===== src/rtl/mccu_period_sched.sv =====
// -----------------------------------------------------------------------------
// mccu_period_sched
//
// Periodic budget scheduler sitting between the software register bank and the
// Maximum-Contention Control Unit (MCCU). Time is split into fixed-length
// periods. At every period boundary the MCCU enable is dropped for one cycle
// (LOAD) while the new per-core quotas are presented, so the MCCU reloads its
// counters. Quota interrupts from the MCCU become per-core stall requests that
// last until the next period boundary, and set sticky overrun flags.
//
// Ports
//   clk_i          clock
//   rstn_i         asynchronous, active-low reset
//   start_i        pulse: begin periodic operation (ignored when period_i == 0)
//   stop_i         pulse: abort and return to IDLE (wins over start_i)
//   period_i       period length in cycles
//   budget_i       per-core budget, core c at [c*DATA_WIDTH +: DATA_WIDTH]
//   mccu_irq_i     per-core quota interrupt from the MCCU
//   overrun_clr_i  per-core write-1 clear of the overrun flag
//   mccu_enable_o  MCCU enable (high only in RUN)
//   mccu_quota_o   quota presented to the MCCU (budget shadow)
//   core_stall_o   per-core stall request
//   overrun_o      sticky per-core overrun flag
//   period_done_o  one-cycle pulse in the LOAD cycle that ends a period
//   state_o        current state: IDLE=0, LOAD=1, RUN=2
//
// Interface semantics: there is no valid/ready handshake on this block. start_i,
// stop_i and overrun_clr_i are single-cycle pulses sampled on every rising edge;
// they are never back-pressured, so a pulse arriving in a state that does not
// use it is simply dropped.
// -----------------------------------------------------------------------------
module mccu_period_sched #(
  parameter int DATA_WIDTH   = 32,
  parameter int N_CORES      = 2,
  parameter int PERIOD_WIDTH = 32
) (
  input  logic                            clk_i,
  input  logic                            rstn_i,
  input  logic                            start_i,
  input  logic                            stop_i,
  input  logic [PERIOD_WIDTH-1:0]         period_i,
  input  logic [N_CORES*DATA_WIDTH-1:0]   budget_i,
  input  logic [N_CORES-1:0]              mccu_irq_i,
  input  logic [N_CORES-1:0]              overrun_clr_i,
  output logic                            mccu_enable_o,
  output logic [N_CORES*DATA_WIDTH-1:0]   mccu_quota_o,
  output logic [N_CORES-1:0]              core_stall_o,
  output logic [N_CORES-1:0]              overrun_o,
  output logic                            period_done_o,
  output logic [1:0]                      state_o
);

  localparam logic [1:0] S_IDLE = 2'd0;
  localparam logic [1:0] S_LOAD = 2'd1;
  localparam logic [1:0] S_RUN  = 2'd2;

  logic [1:0]                    state_q;
  logic [1:0]                    state_d;
  logic [PERIOD_WIDTH-1:0]       cnt_q;
  logic [PERIOD_WIDTH-1:0]       period_sh_q;
  logic [N_CORES*DATA_WIDTH-1:0] budget_sh_q;
  logic [N_CORES-1:0]            stall_q;
  logic [N_CORES-1:0]            overrun_q;
  logic                          done_q;

  // Decoded controls from the output process.
  logic                          in_run;
  logic                          enter_load;
  logic                          load_to_run;
  logic                          stay_run;
  logic [N_CORES-1:0]            irq_run;

  // ---------------------------------------------------------------------------
  // FSM: state register
  // ---------------------------------------------------------------------------
  always_ff @(posedge clk_i or negedge rstn_i) begin
    if (!rstn_i) begin
      state_q <= S_IDLE;
    end else begin
      state_q <= state_d;
    end
  end

  // ---------------------------------------------------------------------------
  // FSM: next-state logic
  // ---------------------------------------------------------------------------
  always_comb begin
    state_d = state_q;
    if (stop_i) begin
      state_d = S_IDLE;
    end else begin
      unique case (state_q)
        S_IDLE: begin
          if (start_i && (period_i != '0)) state_d = S_LOAD;
        end
        S_LOAD: begin
          state_d = S_RUN;
        end
        S_RUN: begin
          if (cnt_q == '0) state_d = S_LOAD;
        end
        default: begin
          state_d = S_IDLE;
        end
      endcase
    end
  end

  // ---------------------------------------------------------------------------
  // FSM: output / control decode
  // ---------------------------------------------------------------------------
  always_comb begin
    in_run      = (state_q == S_RUN);
    enter_load  = (state_d == S_LOAD);
    load_to_run = (state_q == S_LOAD) && (state_d == S_RUN);
    stay_run    = in_run && (state_d == S_RUN);
    // Interrupts only mean something while the MCCU is enabled.
    irq_run     = in_run ? mccu_irq_i : '0;
  end

  // ---------------------------------------------------------------------------
  // Shadows and period counter
  // ---------------------------------------------------------------------------
  always_ff @(posedge clk_i or negedge rstn_i) begin
    if (!rstn_i) begin
      budget_sh_q <= '0;
      period_sh_q <= '0;
      cnt_q       <= '0;
    end else begin
      if (enter_load) begin
        budget_sh_q <= budget_i;
        // A zero period would make the reload underflow; keep the previous
        // length instead. From IDLE, LOAD is only entered with a non-zero value.
        if (period_i != '0) period_sh_q <= period_i;
      end
      if (load_to_run) begin
        // Counter runs P-1 .. 0, giving exactly P RUN cycles.
        cnt_q <= period_sh_q - 1'b1;
      end else if (stay_run && (cnt_q != '0)) begin
        cnt_q <= cnt_q - 1'b1;
      end
    end
  end

  // ---------------------------------------------------------------------------
  // Stall, overrun and period-done flags
  // ---------------------------------------------------------------------------
  always_ff @(posedge clk_i or negedge rstn_i) begin
    if (!rstn_i) begin
      stall_q   <= '0;
      overrun_q <= '0;
      done_q    <= 1'b0;
    end else begin
      // Stalls only persist while remaining in RUN; any exit clears them.
      stall_q   <= stay_run ? (stall_q | irq_run) : '0;
      // Set has priority over a same-cycle clear.
      overrun_q <= (overrun_q & ~overrun_clr_i) | irq_run;
      // Marks the LOAD that closes a period, never the LOAD after start.
      done_q    <= in_run && enter_load;
    end
  end

  assign mccu_enable_o = in_run;
  assign mccu_quota_o  = budget_sh_q;
  assign core_stall_o  = stall_q;
  assign overrun_o     = overrun_q;
  assign period_done_o = done_q;
  assign state_o       = state_q;

endmodule


===== config.mk =====
export PLATFORM = sky130hd
export DESIGN_NAME = mccu_period_sched
export DESIGN_NICKNAME = d
export VERILOG_FILES = /design/src/rtl/mccu_period_sched.sv
export SDC_FILE = /design/constraint.sdc
export NUM_CORES = 1
export LEC_CHECK = 0
export CELL_PAD_IN_SITES_DETAIL_PLACEMENT = 2
export CELL_PAD_IN_SITES_GLOBAL_PLACEMENT = 2
export CORE_MARGIN = 8
export CORE_UTILIZATION = 31
export CTS_CLUSTER_DIAMETER = 60
export CTS_CLUSTER_SIZE = 20
export DETAILED_ROUTE_END_ITERATION = 7
export MAX_ROUTING_LAYER = met4
export PLACE_DENSITY = 0.86
export SLEW_MARGIN = 0
export SYNTH_ARGS = -nofsm -noshare
export SYNTH_HDL_FRONTEND = slang
export SYNTH_SLANG_ARGS = --single-unit
export TNS_END_PERCENT = 50

===== constraint.sdc =====
create_clock -name clk_i -period 5.9 [get_ports clk_i]
set_clock_uncertainty 0.1 [all_clocks]
set_input_delay 0.885 -clock clk_i [delete_from_list [all_inputs] [get_ports clk_i]]
set_output_delay 0.885 -clock clk_i [all_outputs]
set_load 0.02 [all_outputs]

After elaboration in Yosys (flattened, before gate mapping)
Cells that the tools add are included.
{ "word_totals": {"regBits": 135, "input_bits": 104, "output_inout_bits": 72, "elab_cells": 36} }
{ "op_classes": {"add_sub_neg": 2, "eq_ne": 4, "mux": 8, "n_bitwise": 4, "reduce_logical": 11} }
{ "op_table": {"columns": ["operator", "n"], "rows": [
  ["32-bit two-way mux", 2],
  ["32-bit nonzero test", 2],
  ["32-bit by 1-bit subtractor with 32-bit output (second input constant)", 2],
  ["32-bit zero test", 1],
  ["2-bit two-way mux", 5],
  ["2-bit case mux with 3 select lines", 1],
  ["1-bit logical AND", 5],
  ["2-bit by 1-bit equality test with 1-bit output (second input constant)", 2],
  ["2-bit equality test (second input constant)", 2],
  ["2-bit bitwise OR", 2],
  ["2-bit AND", 1],
  ["2-bit zero test", 1],
  ["2-bit inverter", 1],
  ["2-bit AND reduction", 1],
  ["2-bit nonzero test", 1]
]} }

Longest topological paths before layout
{ "depth": {"depth_word": 10, "mapped_depth": 14, "depth_no_buf": 9} }

Worst setup path after synthesis
No wires, ideal clock.
{ "synth_path": {"path_type": "input -> register", "start": "in stop_i", "end": "reg cnt_q[28]", "setup_time_ns": 0.111, "t_arrival_ns": 4.624, "required_ns": 5.689, "setup_slack_ns": 1.065, "path_stages": 13, "path_buffers": 4, "cell_sequence": "nor3b_2 buf_2 buf_1 clkbuf_1 clkbuf_1 mux2i_1 ha_1 or4b_2 nor3b_1 o22ai_1 nor4_2 mux2i_1 a2111oi_2"} }
{ "synth_between": {"elab_chain_len": 5, "word_cells_on_any_way": 7, "classes_between": "eq/ne: 1; mux: 2; reduce/logical: 4"} }
{ "synth_lines": {"columns": ["item", "line", "source"], "rows": [
  ["start: declaration", "40", "input logic stop_i,"],
  ["2-bit two-way mux *", "89", "if (stop_i) begin"],
  ["2-bit equality test *", "115, 116", null],
  ["1-bit logical AND", "116", "stay_run = in_run && (state_d == S_RUN);"],
  ["1-bit logical AND", "139", "end else if (stay_run && (cnt_q != '0)) begin"],
  ["2-bit nonzero test (no line)", null, null],
  ["end signal: assignment", "138", "cnt_q <= period_sh_q - 1'b1;"],
  ["end signal: assignment", "140", "cnt_q <= cnt_q - 1'b1;"],
  ["end: declaration", "59", "logic [PERIOD_WIDTH-1:0] cnt_q;"]
]} }
Mark *: on every way between the ends. The rest lies on a longest branch, timed or not.
A chain may end at the register's enable or synchronous reset.

Final worst setup path
{ "layout_path": {"start": "reg cnt_q[20]", "end": "reg period_sh_q[9]"} }
{ "layout_between": {"elab_chain_len": 6} }
{ "layout_lines": {"columns": ["item", "line", "source"], "rows": [
  ["32-bit zero test", "100", "if (cnt_q == '0) state_d = S_LOAD;"],
  ["2-bit two-way mux", "100", null],
  ["2-bit case mux with 3 select lines", "92", "unique case (state_q)"],
  ["2-bit two-way mux", "89", null],
  ["2-bit by 1-bit equality test with 1-bit output", "114", "enter_load = (state_d == S_LOAD);"],
  ["2-bit AND reduction (no line)", null, null],
  ["end signal: assignment", "134", "if (period_i != '0) period_sh_q <= period_i;"],
  ["end: declaration", "60", "logic [PERIOD_WIDTH-1:0] period_sh_q;"]
]} }
No other way between the ends.

==> impl_metrics.ini <==
[critical_path]
r2r-start = cnt_q[20]
critPathLaunchType = flip-flop
ff2ff_setup_slack_ns = 1.26
r2r-end = period_sh_q[9]
path_max_fanout = 24
critPathCaptureType = flip-flop
crit_required_ns = 6.12
reg2regPathDepth = 8
worstPathArrival_ns = 4.86
path_class = flip-flop to flip-flop

[synth]
synth_flop_cell = dfrtp_1
synthAdderAreaFrac = 0.001802
synth_xor_area_frac = 0.005047
netlist_area_um2 = 6942
synth.area.top_cells = dfrtp_1 (49%), mux2_2 (16%), nand2_1 (2.4%), mux2i_1 (2.3%), nor2_1 (2.2%)
synth_nets = 745
yosysWarnings = 0
synthArstFlopShare = 1.000
post_synth_mux_area_share = 0.1837
synth.distinct_cells = 66
synth.avg_cell_area_um2 = 10.85
ys_ff_latch = 135
synthSimpleGateAreaFrac = 0.1619
netlist_instances = 640
synth_top_family_by_area = multiplexers
yosysTopAreaCellShare = 0.4867
synth_compound_area_frac = 0.1321
synth_area_leader_cell = dfrtp_1
synth-seq-area-share = 0.4867
synth-edff-count = 0

[power_and_ir_drop]
p_comb_frac = 0.306
powerDensity_nw_per_um2 = 386.9
switching_share = 0.3801
p_switching_mw = 1.408
ir_drop_v = 0.0002285
clockPowerShare = 0.298
seq_power_share = 0.396
intPower_mw = 2.296
leakage_nw = 3.735

[flow_run]
maxCapViolCount = 0

[cells_and_area]
syn2layout_area_growth_pct = 37.94
final_layout_size_suffix_gt1_frac = 0.1966
diodes = 0
num-nets-final = 916
postLayoutCellArea_um2 = 9575
finalCoreUtilization = 0.4374

[clocking]
clk_pin_slew_worst_paths_ns = 0.07
root_buffer = clkbuf_16
cts_buffers = 17
cts_max_level = 4
cts_resized = 0
clkSinkCount = 135
clock_latency_ns = 0.44
cts_setup_buffers = 0
cts_hold_buf = 0
clk_path_buf_depth = 2
cts_tree = done

[hold_path]
hold_class = input port to asynchronous set/reset pin

[sta]
worst_pin_slew_ns = 1.394
fin_crit_ns = 4.642
slew_headroom = 0.06877
slew_violations = 0
setup_tns_ns = 0
finalSetupViolations = 0
period_share = 0.7867
finalHoldViolCount = 0
fmaxAchievable_mhz = 215.4
rsz0062_at_grt = false

[floorplan]
rows = 54
coreArea_um2 = 21890
initial_core_util = 0.3171
dieArea_um2 = 27440
pin_count = 176
die_w_um = 165.6
die_h_um = 165.6

[global_routing]
grt_first_pass_wirelength_mm = 53.39
gr-usage-met2 = 0.4379
grtUsageMet1 = 0.2714
grt_pass1_vias = 7844
track_usage = 0.2592
grtUsageMet3 = 0.09536
antenna_found_initial = 0
busiest_layer = met2
overflow = 0
grt_max_degree = 85

[status]
outcome = completed

[routing]
vias_per_cell = 6.099
post-route-drc-count = 0
vias = 6733
postRouteAntennaNets = 0
drt-total-wl_mm = 34.97
drt_iter0_drc = 663
first_pass_iters = 5
wire_per_inst_um = 31.68

[placement]
hpwl_mm = 20.72
placed_cell_area_um2 = 8995
io_buffer_count = 175
place_congestion = 0.7711
-- power by group through the flow --
stage	Sequential, mW	Combinational, mW	Clock [mW]
2_1_floorplan	1.45	0.466	0
3_3_place_gp	1.40	1.01	0
3_5_place_dp	1.43	1.06	0
4_1_cts	1.45	1.13	1.11
5_1_grt	1.48	1.20	1.14
6_report	1.47	1.13	1.10
-- cell families (layout without fill, tap and decap cells) --
family	count (synthesis)	in the layout
muxes	115	115
AOI/OAI and AO/OA	124	124
DFF	135	135
and+or+nand+nor	213	213
buffers and inverters	48	232
adders and majority gates	1	1
xor gates and xnor gates	4	4
-- registers in the layout, summed over array words and instances (netlist names) --
signal	flops
period_sh_q	32
core_stall_o	2
mccu_quota_o	64
cnt_q	32
state_o	2
overrun_o	2
period_done_o	1
-- cells in the final DEF, fill, tap and decap left out, drive strengths merged, types with 5 or more instances in the layout --
cell type,netlist,final
or4,7,7
nand3,17,17
clkinv,0,7
mux2,99,99
dfrtp,135,135
nor3,27,27
o211ai,6,6
nand2b,16,16
a22oi,5,5
inv,12,15
o31ai,6,6
o21ai,15,15
or3,7,7
clkdlybuf4s50,0,174
clkbuf,16,18
nand4,11,11
nor3b,7,7
buf,20,14
mux2i,16,16
a21oi,21,21
nor4,21,21
nor2,41,41
a211oi,7,7
a31oi,15,15
nand2,44,44
-- worst max-delay path, stage by stage, from the launching register on --
cell       delay (ns)
dfrtp_1          0.50
nor4_1           0.72
buf_4            0.27
nand4b_1         0.17
nor4_1           0.69
nand2_1          0.38
a2111oi_4        0.75
buf_4            0.49
mux2_2           0.42
-- routing by layer --
| layer | routed length, um | vias to the layer above |
|---|---|---|
| met5 | 0 | - |
| met4 | 1414 | 0 |
| met3 | 3253 | 119 |
| met2 | 17410 | 408 |
| met1 | 12890 | 3450 |
| li1 | - | 2756 |
-- per-stage QoR --
stage	worst slack [ns]	std cells	total power, mW	hold slack, ns
global route	1.170	1104	3.824	0.4290
detailed placement	1.141	1072	2.488	0.3955
CTS	1.377	1104	3.697	0.4136
floorplan	1.065	640	1.917	0.3712
finish	1.258	1104	3.704	0.3987
global placement	1.446	1072	2.408	0.3811
-- final cells by class --
class,instances,area [um^2]
clock buffer,18,429.2
sequential,135,3378
multi-input combinational,457,3371
timing repair buffer,188,1851
tap,280,350.3
fill,2216,12320
inverter,12,45.04
clock inverter,14,151.4
-- synth_stat cells, drive strengths merged, types with 16 or more instances --
cell type	count
dfrtp	135
mux2	99
nand2	44
nor2	41
nor3	27
a21oi	21
nor4	21
buf	20
nand3	17
clkbuf	16
mux2i	16
nand2b	16
-- worst max path at each step --
stage | slack (ns) | start | to | cells past startpoint
after global routing | 1.17 | stop_i | cnt_q[17] | 9
after CTS | 1.38 | stop_i | cnt_q[28] | 12
after floorplan | 1.06 | stop_i | cnt_q[28] | 13
after global placement | 1.45 | stop_i | cnt_q[28] | 12
after detailed placement | 1.14 | stop_i | cnt_q[22] | 12
final | 1.26 | cnt_q[20] | period_sh_q[9] | 8
Note: power is estimated with default switching activity, not from simulation.
